File: src/rtl/lms_conv_monitor.sv
// -----------------------------------------------------------------------------
// lms_conv_monitor
//
// Watches the error stream of an LMS adaptive filter and decides whether the
// filter has converged, is still tracking, or has diverged. A leaky average of
// |e| is compared against a lock threshold and a divergence limit, with run
// counters providing hysteresis for lock, loss of lock and divergence.
//
// Optional feature:
//   LMS_MON_PEAK_EN  when defined, builds the peak |e| register; when not
//                    defined Peak_err is tied to 0 and no peak register exists.
//
// Ports:
//   Clk         in   1   single clock, rising edge
//   Reset       in   1   synchronous active-high reset (wins over Clear)
//   Enable      in   1   sample-valid strobe for Error_in
//   Error_in    in  16   signed S5.11 LMS error sample
//   Threshold   in  16   unsigned lock threshold on the average |e|
//   Clear       in   1   synchronous soft restart (drops a coincident sample)
//   Err_avg     out 16   leaky average of |e|
//   Peak_err    out 16   peak |e| since restart (0 without LMS_MON_PEAK_EN)
//   Sample_cnt  out 16   accepted samples, saturating at 0xFFFF
//   State       out  3   IDLE=0, WARMUP=1, TRACK=2, CONVERGED=3, DIVERGED=4
//   Converged   out  1   high while State=CONVERGED
//   Diverged    out  1   high while State=DIVERGED
// -----------------------------------------------------------------------------
module lms_conv_monitor #(
  parameter int unsigned WARMUP_LEN = 64,
  parameter int unsigned AVG_SHIFT  = 4,
  parameter int unsigned HOLD_LEN   = 32,
  parameter int unsigned DIV_LEN    = 32
) (
  input  logic        Clk,
  input  logic        Reset,
  input  logic        Enable,
  input  logic [15:0] Error_in,
  input  logic [15:0] Threshold,
  input  logic        Clear,
  output logic [15:0] Err_avg,
  output logic [15:0] Peak_err,
  output logic [15:0] Sample_cnt,
  output logic [2:0]  State,
  output logic        Converged,
  output logic        Diverged
);

  localparam int unsigned DW = 16;  // sample / average width
  localparam int unsigned AW = 18;  // signed working width for the average update
  localparam int unsigned CW = 16;  // counter width

  localparam logic [DW-1:0] MAG_MAX = 16'h7FFF;
  localparam logic [DW-1:0] NEG_MAX = 16'h8000;
  localparam logic [CW-1:0] CNT_MAX = 16'hFFFF;

  typedef enum logic [2:0] {
    ST_IDLE      = 3'd0,
    ST_WARMUP    = 3'd1,
    ST_TRACK     = 3'd2,
    ST_CONVERGED = 3'd3,
    ST_DIVERGED  = 3'd4
  } state_t;

  state_t          state_q;
  state_t          state_next;

  logic [DW-1:0]   avg_q;
  logic [CW-1:0]   cnt_q;
  logic [CW-1:0]   run_q;     // below-threshold run in TRACK, at-or-above run in CONVERGED
  logic [CW-1:0]   above_q;   // above-limit run in TRACK and CONVERGED
  logic            conv_q;
  logic            div_q;

  logic [DW-1:0]   avg_d;
  logic [CW-1:0]   cnt_d;
  logic [CW-1:0]   run_d;
  logic [CW-1:0]   above_d;
  logic            conv_d;
  logic            div_d;

  logic            accept;
  logic [DW-1:0]   mag;
  logic signed [AW-1:0] avg_diff;
  logic signed [AW-1:0] avg_step;
  logic signed [AW-1:0] avg_sum;
  logic [DW-1:0]   avg_new;
  logic [DW-1:0]   div_limit;
  logic            below;
  logic            above;
  logic            run_cond;
  logic [CW-1:0]   cnt_new;
  logic [CW-1:0]   run_new;
  logic [CW-1:0]   above_new;
  logic            lock_hit;
  logic            loss_hit;
  logic            div_hit;

  // A sample counts only when strobed and not cancelled by a soft restart.
  assign accept = Enable && !Clear;

  // |e| with the single unrepresentable magnitude (-16.0) clipped to +max.
  always_comb begin
    mag = Error_in;
    if (Error_in == NEG_MAX) begin
      mag = MAG_MAX;
    end else if (Error_in[DW-1]) begin
      mag = DW'(~Error_in + 16'd1);
    end
  end

  // Leaky average: avg + ((|e| - avg) >>> AVG_SHIFT), clamped to 0..0x7FFF.
  always_comb begin
    avg_diff = $signed({2'b00, mag}) - $signed({2'b00, avg_q});
    avg_step = avg_diff >>> AVG_SHIFT;
    avg_sum  = $signed({2'b00, avg_q}) + avg_step;
    if (avg_sum < 18'sd0) begin
      avg_new = '0;
    end else if (avg_sum > 18'sd32767) begin
      avg_new = MAG_MAX;
    end else begin
      avg_new = avg_sum[DW-1:0];
    end
  end

  // Divergence limit is 4x the threshold, saturating at 0xFFFF.
  assign div_limit = (Threshold[DW-1:DW-2] != 2'b00) ? 16'hFFFF
                                                     : {Threshold[DW-3:0], 2'b00};

  assign below = (avg_new < Threshold);
  assign above = (avg_new > div_limit);

  // Run counter meaning depends on the state: lock run in TRACK, loss run in CONVERGED.
  assign run_cond  = (state_q == ST_CONVERGED) ? !below : below;

  assign cnt_new   = (cnt_q == CNT_MAX) ? cnt_q : cnt_q + 16'd1;
  assign run_new   = run_cond ? run_q + 16'd1 : '0;
  assign above_new = above ? above_q + 16'd1 : '0;

  assign lock_hit  = (state_q == ST_TRACK)     && (run_new >= CW'(HOLD_LEN));
  assign loss_hit  = (state_q == ST_CONVERGED) && (run_new >= CW'(HOLD_LEN));
  assign div_hit   = (above_new >= CW'(DIV_LEN));

  // State register.
  always_ff @(posedge Clk) begin
    if (Reset) begin
      state_q <= ST_IDLE;
    end else begin
      state_q <= state_next;
    end
  end

  // Next-state logic; divergence has priority over lock and loss of lock.
  always_comb begin
    state_next = state_q;
    if (Clear) begin
      state_next = ST_IDLE;
    end else if (accept) begin
      unique case (state_q)
        ST_IDLE: begin
          state_next = ST_WARMUP;
        end
        ST_WARMUP: begin
          if (cnt_new >= CW'(WARMUP_LEN)) begin
            state_next = ST_TRACK;
          end
        end
        ST_TRACK: begin
          if (div_hit) begin
            state_next = ST_DIVERGED;
          end else if (lock_hit) begin
            state_next = ST_CONVERGED;
          end
        end
        ST_CONVERGED: begin
          if (div_hit) begin
            state_next = ST_DIVERGED;
          end else if (loss_hit) begin
            state_next = ST_TRACK;
          end
        end
        ST_DIVERGED: begin
          state_next = ST_DIVERGED;
        end
        default: begin
          state_next = ST_IDLE;
        end
      endcase
    end
  end

  // Output and datapath next values.
  always_comb begin
    avg_d   = avg_q;
    cnt_d   = cnt_q;
    run_d   = run_q;
    above_d = above_q;
    if (Clear) begin
      avg_d   = '0;
      cnt_d   = '0;
      run_d   = '0;
      above_d = '0;
    end else if (accept) begin
      avg_d = avg_new;
      cnt_d = cnt_new;
      if ((state_q == ST_TRACK) || (state_q == ST_CONVERGED)) begin
        run_d   = run_new;
        above_d = above_new;
      end else begin
        run_d   = '0;
        above_d = '0;
      end
      // Run counters restart from zero whenever a new state is entered.
      if (state_next != state_q) begin
        run_d   = '0;
        above_d = '0;
      end
    end
    conv_d = (state_next == ST_CONVERGED);
    div_d  = (state_next == ST_DIVERGED);
  end

  // Datapath and status flag registers.
  always_ff @(posedge Clk) begin
    if (Reset) begin
      avg_q   <= '0;
      cnt_q   <= '0;
      run_q   <= '0;
      above_q <= '0;
      conv_q  <= 1'b0;
      div_q   <= 1'b0;
    end else begin
      avg_q   <= avg_d;
      cnt_q   <= cnt_d;
      run_q   <= run_d;
      above_q <= above_d;
      conv_q  <= conv_d;
      div_q   <= div_d;
    end
  end

`ifdef LMS_MON_PEAK_EN
  logic [DW-1:0] peak_q;

  // Peak |e| since the last Reset or Clear.
  always_ff @(posedge Clk) begin
    if (Reset) begin
      peak_q <= '0;
    end else if (Clear) begin
      peak_q <= '0;
    end else if (accept && (mag > peak_q)) begin
      peak_q <= mag;
    end
  end

  assign Peak_err = peak_q;
`else
  assign Peak_err = '0;
`endif

  assign Err_avg    = avg_q;
  assign Sample_cnt = cnt_q;
  assign State      = state_q;
  assign Converged  = conv_q;
  assign Diverged   = div_q;

endmodule

File: config.mk
export PLATFORM = sky130hd
export DESIGN_NAME = lms_conv_monitor
export DESIGN_NICKNAME = d
export VERILOG_FILES = /design/src/rtl/lms_conv_monitor.sv
export SDC_FILE = /design/constraint.sdc
export NUM_CORES = 1
export LEC_CHECK = 0
export CORE_ASPECT_RATIO = 2
export CORE_MARGIN = 10
export CORE_UTILIZATION = 29
export CTS_CLUSTER_SIZE = 28
export DETAILED_ROUTE_END_ITERATION = 7
export HOLD_SLACK_MARGIN = 0.03
export SETUP_SLACK_MARGIN = 0.15
export SLEW_MARGIN = 30
export SYNTH_ARGS = -nofsm -noshare
export SYNTH_HDL_FRONTEND = slang
export SYNTH_SLANG_ARGS = --single-unit
File: constraint.sdc
create_clock -name Clk -period 9.5 [get_ports Clk]
set_input_delay 0.95 -clock Clk [delete_from_list [all_inputs] [get_ports Clk]]
set_output_delay 0.95 -clock Clk [all_outputs]
set_load 0.01 [all_outputs]
Word level (Yosys, flattened, before mapping)
Cells that the tools add are included.

Register bits: 69. Input bits: 36. Output and inout bits: 53. Word-level logic and storage cells: 60.

Add/subtract/negate cells: 6. Magnitude comparators: 7. Equal/unequal tests: 9. Multiplexer cells: 21. Bitwise gates (word level): 1. Reductions and logical operators: 9.

Operators by type and width (number): 16-bit 2-to-1 mux (12); 16-bit by 1-bit adder with 16-bit output, second input constant (4); 16-bit equality test, second input constant (2); 16-bit by 6-bit greater-or-equal comparator with 1-bit output, second input constant (2); 3-bit 2-to-1 mux (7); 17-bit by 13-bit adder with 18-bit output (1); 18-bit by 16-bit > comparator with 1-bit output, second input constant (1); 18-bit by 1-bit less-than comparator with 1-bit output, second input constant (1); 16-bit by 16-bit subtractor with 17-bit output (1); 16-bit by 7-bit greater-or-equal comparator with 1-bit output, second input constant (1); 16-bit > comparator (1); 16-bit less-than comparator (1); 16-bit inverter (1); 3-bit one-hot mux with 5 select lines (1); 3-bit by 2-bit equality test with 1-bit output, second input constant (3); 3-bit equality test, second input constant (2); 3-bit by 1-bit equality test with 1-bit output, second input constant (1); 1-bit logical AND (3); 3-bit logical NOT (1); 3-bit != test (1); 1-bit logical NOT (2); 2-bit nonzero test (1); 2-bit OR reduction (1); 1-bit logical OR (1); 1-bit 2-to-1 mux (1).

Logic depth before layout (Yosys ltp)
Depth after elaboration: 22. Depth in mapped cells: 37. Depth with buffers taken out: 36.

Worst setup path after synthesis
No wires, ideal clock.

Kind: in2reg. Start: in Error_in[3]. End: reg div_q, in the netlist Diverged. Library setup time: 117 ps. Arrival time: 7748 ps. Required time: 9383 ps. Path slack: 1635 ps. Stages on the path: 34. Cells stage by stage: nor2_1 > nand2_1 > nor4_1 > nand3_1 > nand2_1 > ha_1 > and4_1 > o2111ai_1 > o2bb2ai_2 > o21a_1 > a41oi_1 > o21bai_1 > a21o_1 > a21oi_1 > xnor2_1 > ha_1 > and4_1 > a41oi_1 > a21boi_0 > or3_1 > and2_1 > clkbuf_1 > buf_2 > a31oi_1 > ha_1 > a211oi_1 > o21ai_0 > a221o_1 > nand3b_1 > a221oi_1 > a31o_2 > o211a_1 > a311oi_2 > and4bb_1.

Word-level cells in the longest chain between the ends: 21. Elaborated cells on any way between the ends: 29.

Ends and longest elaborated chain: start: declaration (line 36) `input logic [15:0] Error_in,`; 16-bit inverter (line 106) `mag = DW'(~Error_in + 16'd1);`; 16-bit by 1-bit adder with 16-bit output (line 106); 16-bit 2-to-1 mux (line 105) `end else if (Error_in[DW-1]) begin`; 16-bit 2-to-1 mux * (line 103) `if (Error_in == NEG_MAX) begin`; 16-bit by 16-bit subtractor with 17-bit output * (line 112) `avg_diff = $signed({2'b00, mag}) - $signed({2'b00, avg_q});`; 17-bit by 13-bit adder with 18-bit output * (line 114) `avg_sum = $signed({2'b00, avg_q}) + avg_step;`; 18-bit by 16-bit > comparator with 1-bit output (line 117) `end else if (avg_sum > 18'sd32767) begin`; 16-bit 2-to-1 mux (line 117); [... 1 more ...]; named net avg_new[9] (line 85) `logic [DW-1:0] avg_new;`; [... 4 more ...]; 16-bit by 6-bit greater-or-equal comparator with 1-bit output (line 138, 139); 1-bit logical AND, on equally long branches (line 139, 138); 3-bit 2-to-1 mux, on equally long branches (line 176, 169); 3-bit 2-to-1 mux, on equally long branches (line 174, 167); 3-bit one-hot mux with 5 select lines * (line 157) `unique case (state_q)`; 3-bit 2-to-1 mux * (line 156) `end else if (accept) begin`; 3-bit 2-to-1 mux * (line 154) `if (Clear) begin`; 3-bit equality test * (line 218) `div_d = (state_next == ST_DIVERGED);`; end signal: assignment (line 236) `div_q <= div_d;`; end: declaration (line 71) `logic div_q;`.

The timed path passes the listed nets; every way through them passes the cells marked *. A chain may end at the register's enable or synchronous reset.

Final worst setup path
Start: in Error_in[2]. End: reg div_q, in the netlist Diverged.

Same word-level chain as after synthesis.

==> impl_metrics.py <==
metrics = {
    "outcome": {
        "outcome": "finished clean",
    },
    "worst_setup_path": {
        "crit_fanout": 15,
        "rr_worst_depth": 28,
        "crit_required_ns": 9.79,
        "cpMaxStageDelayCell": "a2111oi_1",
        "max_stage_delay_ns": 0.60,
        "rr_endpoint": "Diverged$_SDFF_PP0_",
        "r2r_slack_ns": 2.23,
        "end_kind": "flop",
        "worstSetupStartpointType": "primary input",
        "worstSetupStartpoint": "Error_in[2]",
        "worstSetupPathType": "primary input to flop",
        "cp.arrival_ns": 9.13,
        "reg2reg_from": "Err_avg[7]$_SDFFE_PP0P_",
        "endpoint": "Diverged$_SDFF_PP0_",
    },
    "floorplan": {
        "coreArea_sq_um": 21400,
        "fp.dieW_microns": 124.0,
        "die_h_microns": 228.1,
        "start_util": 0.2935,
        "dieArea_sq_um": 28290,
        "io_pins": 89,
        "placementRows": 76,
    },
    "grt": {
        "grt_pass1_wl_microns": 30970,
        "first_global_vias": 6330,
        "grt.overflow.total": 0,
        "grtUsageTotal": 0.1367,
        "grt_antenna_before_repair": 0,
        "grt_max_degree": 39,
    },
    "logic_synthesis": {
        "synth_cell_types": 70,
        "netlist_top_cells_count": "88 x nor2_1, 72 x nand2_1, 69 x dfxtp_1, 68 x ha_1, 54 x inv_1",
        "synthTopCellsByArea": "dfxtp_1 22%, ha_1 14%, nor2_1 5.3%, nand2_1 4.3%, mux2i_1 3.5%",
        "async_flop_share": 0,
        "ys_seq_elements": 69,
        "yosysTopAreaCell": "dfxtp_1",
        "synth_edf_count": 0,
        "synth_area_sq_um": 6279,
        "synth_most_common_cell": "nor2_1",
        "synth_area_per_cell_sq_um": 7.685,
        "yosys_warnings": 0,
        "syn_inst": 817,
        "yosysSeqAreaShare": 0.2200,
        "yosys_most_used_dff": "dfxtp_1",
        "yosysTopAreaCellShare": 0.2200,
    },
    "place": {
        "dpl_cell_area_sq_um": 7267,
        "routabilityCongestion": 0.8949,
        "dpl.hpwl_microns": 15810,
        "io_buffers": 72,
    },
    "finish": {
        "final_area_sq_um": 7614,
        "multiInputGateArea_sq_um": 4592,
        "finish.utilization": 0.3558,
        "layout-drive-gt1-share": 0.05593,
        "regArea_sq_um": 1381,
        "nets": 994,
        "area_growth_pct": 21.26,
        "n_fill_cell": 2301,
        "diodes": 0,
    },
    "route": {
        "totalWireLength_microns": 19350,
        "post-route-drc-count": 0,
        "wl_per_cell_microns": 16.58,
        "vias": 6221,
        "ant_nets": 0,
        "vias_per_cell": 5.331,
        "drtPass1Iterations": 4,
        "drt_iter0_drc": 292,
    },
    "timing": {
        "whs_ns": 0.4929,
        "finalMaxSlewViolations": 0,
        "finalSetupViolations": 0,
        "relSlewSlack": 0.4373,
        "period_minus_slack_ns": 8.842,
        "hold_violations": 0,
        "finalCritPeriodShare": 0.9308,
        "timing.fmax_mhz": 113.1,
        "rsz0062_at_grt": "no",
        "worstMarginPinSlew_ns": 0.8441,
        "skew_ns": 0.007835,
    },
    "power_and_ir_drop": {
        "power_density_nw_per_um2": 161.0,
        "clkPwrFrac": 0.280,
        "leakage_nw": 3.138,
        "p_sw_frac": 0.3999,
        "vdd_drop_max_mv": 0.1077,
        "pwr-share-seq": 0.251,
        "combinationalPowerShare": 0.469,
        "p_sw_mw": 0.4902,
        "p_int_mw": 0.7357,
    },
    "clock_network": {
        "h-tree-depth": 3,
        "cts_inserted_buffers": 9,
        "clockBufferDepth": 2,
        "cts_tree": "built",
        "cts_post_setup_buffers_inserted": 0,
        "cts_root_buffer": "clkbuf_16",
        "cts.clk_slew.worst_paths_ns": 0.06,
        "clock-sinks": 69,
        "clock_latency_ns": 0.35,
    },
    "run": {
        "maxCapViolations": 0,
    },
    "min_path": {
        "hold_path_class": "flop to flop",
    },
}
-- worst min-delay path by stage --
stage / start / endpoint / slack, ns / depth (start not counted)
finish: above_q[15]$_SDFFE_PP0P_ / above_q[15]$_SDFFE_PP0P_ / 0.49 / 1
global route: run_q[15]$_SDFFE_PP0P_ / run_q[15]$_SDFFE_PP0P_ / 0.51 / 1
CTS: above_q[15]$_SDFFE_PP0P_ / above_q[15]$_SDFFE_PP0P_ / 0.49 / 1
detailed placement: above_q[15]$_SDFFE_PP0P_ / above_q[15]$_SDFFE_PP0P_ / 0.48 / 1
global placement: above_q[1]$_SDFFE_PP0P_ / above_q[1]$_SDFFE_PP0P_ / 0.47 / 2
floorplan: above_q[1]$_SDFFE_PP0P_ / above_q[1]$_SDFFE_PP0P_ / 0.46 / 2
-- logic make-up after synthesis --
group | Yosys count | synth area share
simple gates | 318 | 0.2603
compound gates | 195 | 0.2096
buf+inv | 93 | 0.06596
fa+ha+maj | 69 | 0.1387
flops | 69 | 0.2200
xor+xnor | 50 | 0.06975
mux | 22 | 0.03507
other cells | 1 | 0.0005973
-- power by group through the flow --
stage          Combinational [mW]  Clock [mW]  Sequential [mW]
3_5_place_dp                0.559           0            0.314
5_1_grt                     0.637       0.365            0.308
3_3_place_gp                0.558           0            0.314
6_report                    0.575       0.343            0.307
2_1_floorplan               0.387           0            0.312
4_1_cts                     0.563       0.352            0.307
-- sequential cells by signal (all words and copies together) (netlist names) --
register,cells
Err_avg,16
Sample_cnt,16
above_q,16
run_q,16
State,3
Converged,1
Diverged,1
-- layer usage --
layer	wire length, microns	GRT usage	vias up
li1	-	-	3083
met1	6851	0.1251	2881
met2	10550	0.2584	181
met3	803	0.01856	76
met4	1143	0.09798	0
met5	0	0	-
-- area by class of cell --
type	count	share of cell area
multi-input combinational	672	0.6031
sequential	69	0.1814
timing repair buffer	83	0.1055
tap	273	0.04486
clock buffer	11	0.03057
inverter	54	0.02662
clock inverter	5	0.007888
-- placed cells by master, fill, tap and decap left out, drive strengths merged, types with 23 or more instances in the layout --
master / netlist / final
nor2: 89 / 89
nand2: 72 / 72
clkdlybuf4s50: 0 / 72
dfxtp: 69 / 69
ha: 68 / 68
inv: 54 / 55
a21oi: 39 / 39
o21ai: 39 / 39
and3: 31 / 31
xor2: 25 / 25
xnor2: 25 / 25
nand3: 25 / 25
nand4: 23 / 23
-- stage by stage --
stage | worst slack (ns) | setup TNS (ns) | instances | total power, mW
2_1_floorplan | 1.635 | 0 | 834 | 0.6984
3_3_place_gp | 0.1528 | 0 | 1149 | 0.8718
3_5_place_dp | -0.04797 | -0.1066 | 1149 | 0.8730
4_1_cts | 0.2975 | 0 | 1165 | 1.222
5_1_grt | 0.1626 | 0 | 1167 | 1.309
6_report | 0.6577 | 0 | 1167 | 1.226
-- timing repair --
| action | CTS | global route |
|---|---|---|
| hold buffers | 0 | 0 |
| setup endpoints to repair | 0 | 13 |
| resized for setup | 0 | 9 |
-- critical path: cells and delay by family --
| kind | cells | cell delay [ns] |
|---|---|---|
| buffers and inverters | 2 | 0.72 |
| adders and majority gates | 3 | 0.92 |
| AOI/OAI and AO/OA | 17 | 4.05 |
| xor gates and xnor gates | 2 | 0.32 |
| and+or+nand+nor | 10 | 2.18 |
(Power assumes the default switching activity.)
